File: config.mk
export PLATFORM = sky130hd
export DESIGN_NAME = jk_counter_bank
export DESIGN_NICKNAME = d
export VERILOG_FILES = /design/src/rtl/jk_pkg.sv /design/src/rtl/jk_ff_cell.sv /design/src/rtl/jk_counter_bank.sv
export SDC_FILE = /design/constraint.sdc
export NUM_CORES = 1
export LEC_CHECK = 0
export ABC_AREA = 1
export ABC_CLOCK_PERIOD_IN_PS = 1850
export CAP_MARGIN = 20
export CORE_UTILIZATION = 40
export CTS_CLUSTER_SIZE = 28
export DETAILED_ROUTE_END_ITERATION = 10
export GPL_TIMING_DRIVEN = 0
export PLACE_DENSITY_LB_ADDON = 0.05
export SLEW_MARGIN = 20
export SYNTH_ARGS = -nofsm -noshare
export SYNTH_HDL_FRONTEND = slang
export SYNTH_SLANG_ARGS = --single-unit
File: constraint.sdc
create_clock -name clk -period 1.85 [get_ports clk]
set_clock_uncertainty 0.15 [all_clocks]
set_input_delay 0.37 -clock clk [delete_from_list [all_inputs] [get_ports clk]]
set_output_delay 0.37 -clock clk [all_outputs]
set_load 0.02 [all_outputs]
File: src/rtl/jk_pkg.sv
// Shared encodings for the JK counter bank: operating modes and JK input pairs.
package jk_pkg;

    typedef enum logic [1:0] {
        MODE_HOLD = 2'b00,
        MODE_JK   = 2'b01,
        MODE_UP   = 2'b10,
        MODE_DOWN = 2'b11
    } mode_e;

    // {j, k} pairs as seen by a single stage
    localparam logic [1:0] JK_HOLD   = 2'b00;
    localparam logic [1:0] JK_CLEAR  = 2'b01;
    localparam logic [1:0] JK_SET    = 2'b10;
    localparam logic [1:0] JK_TOGGLE = 2'b11;

endpackage

File: src/rtl/jk_ff_cell.sv
// Single JK flip-flop stage with asynchronous active-high reset to 0.
module jk_ff_cell
    import jk_pkg::*;
(
    input  logic clk,
    input  logic rst,
    input  logic j,
    input  logic k,
    output logic q
);

    always_ff @(posedge clk or posedge rst) begin
        if (rst) begin
            q <= 1'b0;
        end else begin
            case ({j, k})
                JK_HOLD:   q <= q;
                JK_CLEAR:  q <= 1'b0;
                JK_SET:    q <= 1'b1;
                JK_TOGGLE: q <= ~q;
                default:   q <= q;
            endcase
        end
    end

endmodule

File: src/rtl/jk_counter_bank.sv
// Bank of JK stages acting as a loadable modulo up/down counter or raw JK register.
module jk_counter_bank
    import jk_pkg::*;
#(
    parameter int unsigned WIDTH   = 4,
    parameter int unsigned MODULUS = 16
) (
    input  logic             clk,
    input  logic             rst,
    input  logic             en,
    input  logic [1:0]       mode,
    input  logic             load,
    input  logic [WIDTH-1:0] d,
    input  logic [WIDTH-1:0] j,
    input  logic [WIDTH-1:0] k,
    output logic [WIDTH-1:0] q,
    output logic [WIDTH-1:0] qb,
    output logic             tc,
    output logic             wrap
);

    localparam logic [WIDTH-1:0] MAX = WIDTH'(MODULUS - 1);

    logic [WIDTH-1:0] target;
    logic [WIDTH-1:0] j_eff;
    logic [WIDTH-1:0] k_eff;
    logic             wrap_d;
    logic             q_at_max;
    logic             q_zero;
    logic             q_over;

    assign q_at_max = (q >= MAX);
    assign q_zero   = (q == '0);
    assign q_over   = (32'(q) >= MODULUS);

    // Counting and loading pick a target value; the stages are then steered
    // there with set/clear pairs, so the JK cells are the only state.
    always_comb begin
        target = q;
        wrap_d = 1'b0;
        j_eff  = '0;
        k_eff  = '0;
        if (load) begin
            target = (32'(d) >= MODULUS) ? MAX : d;
        end else begin
            unique case (mode_e'(mode))
                MODE_HOLD: target = q;
                MODE_JK:   target = q;
                MODE_UP: begin
                    if (q_at_max) begin
                        target = '0;
                        wrap_d = 1'b1;
                    end else begin
                        target = q + WIDTH'(1);
                    end
                end
                MODE_DOWN: begin
                    if (q_zero) begin
                        target = MAX;
                        wrap_d = 1'b1;
                    end else if (q_over) begin
                        target = MAX;
                    end else begin
                        target = q - WIDTH'(1);
                    end
                end
            endcase
        end
        if (en) begin
            if (!load && (mode_e'(mode) == MODE_JK)) begin
                j_eff = j;
                k_eff = k;
            end else begin
                j_eff = target & ~q;
                k_eff = ~target & q;
            end
        end
    end

    for (genvar i = 0; i < int'(WIDTH); i++) begin : g_stage
        jk_ff_cell u_cell (
            .clk (clk),
            .rst (rst),
            .j   (j_eff[i]),
            .k   (k_eff[i]),
            .q   (q[i])
        );
    end

    always_ff @(posedge clk or posedge rst) begin
        if (rst) begin
            wrap <= 1'b0;
        end else if (en) begin
            wrap <= wrap_d;
        end
    end

    assign qb = ~q;
    assign tc = en & ~load &
                (((mode == MODE_UP) & q_at_max) | ((mode == MODE_DOWN) & q_zero));

endmodule

==> flow_metrics.tcl <==
set metrics [dict create \
    synth_area_per_cell_um2 6.14 \
    path_class "register to output pin" \
    die-width_um 41.0 \
    async_reset_ff_share_pct 100 \
    synth_common_cells "nand2_1 (26), nand3_1 (10), nor2_1 (9), o21ai_0 (8), inv_1 (7)" \
    yosysMostFrequentCell "nand2_1" \
    netlist_area_um2 608 \
    min_period_over_period_pct 105 \
    power.internal_mw 0.695 \
    fmax_mhz 514 \
    sw_frac_of_total_pct 45.1 \
    cts_tree "built" \
    antenna_found_initial 0 \
    setup_tns_ns -0.0966 \
    globalplace.congestion 0.854 \
    ys_top_cells_by_area "dfrtp_1 (21%), nand2_1 (16%), nand3_1 (8.2%), o21ai_0 (6.6%), nor2_1 (5.6%)" \
    synth_flop_cell "dfrtp_1" \
    synth_area_leader_cell "dfrtp_1" \
    violations "setup timing" \
    io_buffers 26 \
    overflow 0 \
    dp_hpwl_um 1260 \
    area_growth_syn_to_layout_pct 78.8 \
    syn_inst 99 \
    hp-class "input port to asynchronous set/reset pin" \
    drt_iter0_drc 27 \
    ys_seq_area_share_pct 20.6 \
    ys_types 20 \
    fin_crit_ns 1.95 \
    start_util_pct 45.0 \
    dr_total_vias 826 \
    fin_ws_ns -0.0966 \
    ys_warn_count 0 \
    synth_enable_flop_cells 0 \
    maxSlewHeadroom_pct 84.2 \
    htreeDepth 1 \
    viasPerCell 5.16 \
    setup.worst_path.end_class "output pin" \
    ir_drop_uv 492 \
    antenna_left 0 \
    pwr-share-clk_pct 10.4 \
    syn_nets 119 \
    first_global_vias 663 \
    cts.sinks 5 \
    synth_top_area_share_pct 20.6 \
    grt_use_total_pct 25.1 \
    drc 0 \
    critPathLaunchType "register" \
    core_area_um2 1350 \
    diodes 0 \
    pwr-share-comb_pct 72.3 \
    wl_per_cell_um 12.5 \
    fp.dieH_um 41.0 \
    power_mw 1.27 \
    finalSetupViolations 1 \
    rsz0062_at_grt "yes" \
    place_ws_ns -0.776 \
    path_clk_slew_ns 0.05 \
    grt_first_pass_wirelength_um 2730 \
    whs_ns 0.175 \
    nets 166 \
    synth-seq-cells 5 \
    powerDensity_nw_per_um2 1160 \
    grt_max_degree 9 \
    num_io_pins 28 \
    wl_um 2000 \
    required_ns 1.33 \
    crit_arrival_ns 1.43 \
    maxCapViolCount 0 \
    row_count 13 \
    hold_violations 0 \
    layout-drive-gt1-share_pct 37.2 \
    status "finished with violations" \
    drv_slew 0 \
    die_area_um2 1680 \
    first_pass_iters 4 \
    crit_fanout 4 \
    power_frac_seq_pct 17.3 \
    clockBufferDepth 2 \
    power_switching_mw 0.571 \
    clockRootBuffer "clkbuf_4" \
    tightest_slew_ns 0.237 \
    ctsHoldBuffers 0 \
    cts_made_buffers 3 \
    p_leak_nw 0.531 \
    clk_latency_ns 0.25 \
    utilization_pct 80.5 \
]
-- registers in the layout, indices dropped and copies added (netlist names) --
signal            flops
wrap                  1
g_stage.u_cell.q      4
-- per-stage QoR --
stage	std cells	cell area, um2
3_5_place_dp	140	890
6_report	160	1090
2_1_floorplan	99	611
5_1_grt	160	1090
4_1_cts	154	1010
3_3_place_gp	140	890
-- cells by family after synthesis --
group                    after synthesis  share of synthesized area, %
AO/OA/AOI/OAI                         17                          15.8
AND/OR/NAND/NOR                       55                          41.8
buffers and inverters                 20                          17.7
flip-flops                             5                          20.6
adder cells (fa/ha/maj)                2                          4.11
-- power by group through the flow --
stage               clock, mW  combinational, mW  sequential, mW
global placement            0              0.679           0.214
floorplan                   0              0.447           0.197
global route            0.144              0.995           0.222
finish                  0.132              0.915           0.219
detailed placement          0              0.684           0.215
CTS                     0.133              0.800           0.210
-- cells in the final DEF (no fill, tap or decap), drive strengths merged --
cell	count
o211ai	3
nor3	1
clkdlybuf4s15	2
nand4	1
inv	12
clkinv	2
clkbuf	4
nor2	9
clkdlybuf4s50	15
nand2	31
a21oi	5
dfrtp	5
o21ai	9
buf	24
dlymetal6s2s	1
dlygate4sd2	6
nand3	13
ha	2
-- what timing repair did --
| item | CTS | global route |
|---|---|---|
| pin swaps | 3 | 6 |
| setup endpoints to repair | 8 | 2 |
| setup buffers | 10 | 6 |
| gates resized for setup | 27 | 9 |
-- worst paths after layout --
path	start	endpoint	slack, ns	cells after the start
worst max-delay path	g_stage[0].u_cell.q$_DFFE_PP0P_	tc	-0.1	7
worst min-delay path	rst	g_stage[2].u_cell.q$_DFFE_PP0P_	0.17	2
worst max register to register	g_stage[0].u_cell.q$_DFFE_PP0P_	g_stage[0].u_cell.q$_DFFE_PP0P_	0.17	9
worst min register to register	wrap$_DFFE_PP0P_	wrap$_DFFE_PP0P_	0.37	2
max in group asynchronous	rst	g_stage[1].u_cell.q$_DFFE_PP0P_	1.17	2
min in group clk	en	g_stage[1].u_cell.q$_DFFE_PP0P_	0.23	3
-- layer usage --
layer	vias to the layer above	global-route usage [%]	part of all wire, %
met1	370	29.5	43
li1	411	-	-
met5	-	0	0
met2	43	46.1	50
met4	0	10.0	1.1
met3	2	1.63	6.4
-- area by class of cell --
cell class                      count  area [um2]
Tap cell                           15        18.8
Fill cell                         109         263
Sequential cell                     5         129
Buffer                              6        52.6
Inverter                           14        60.1
Multi-Input combinational cell     74         427
Clock buffer                        4        26.3
Timing Repair Buffer               42         374
-- worst max-delay path: stages, from the launching register on --
cell and delay (ns):
dfrtp_2 0.46, inv_4 0.10, ha_4 0.13, nand3_2 0.09, nor2_2 0.10, o21ai_2 0.08
nor2_2 0.10, buf_6 0.12
No activity file was read; power rests on OpenSTA's default activity.
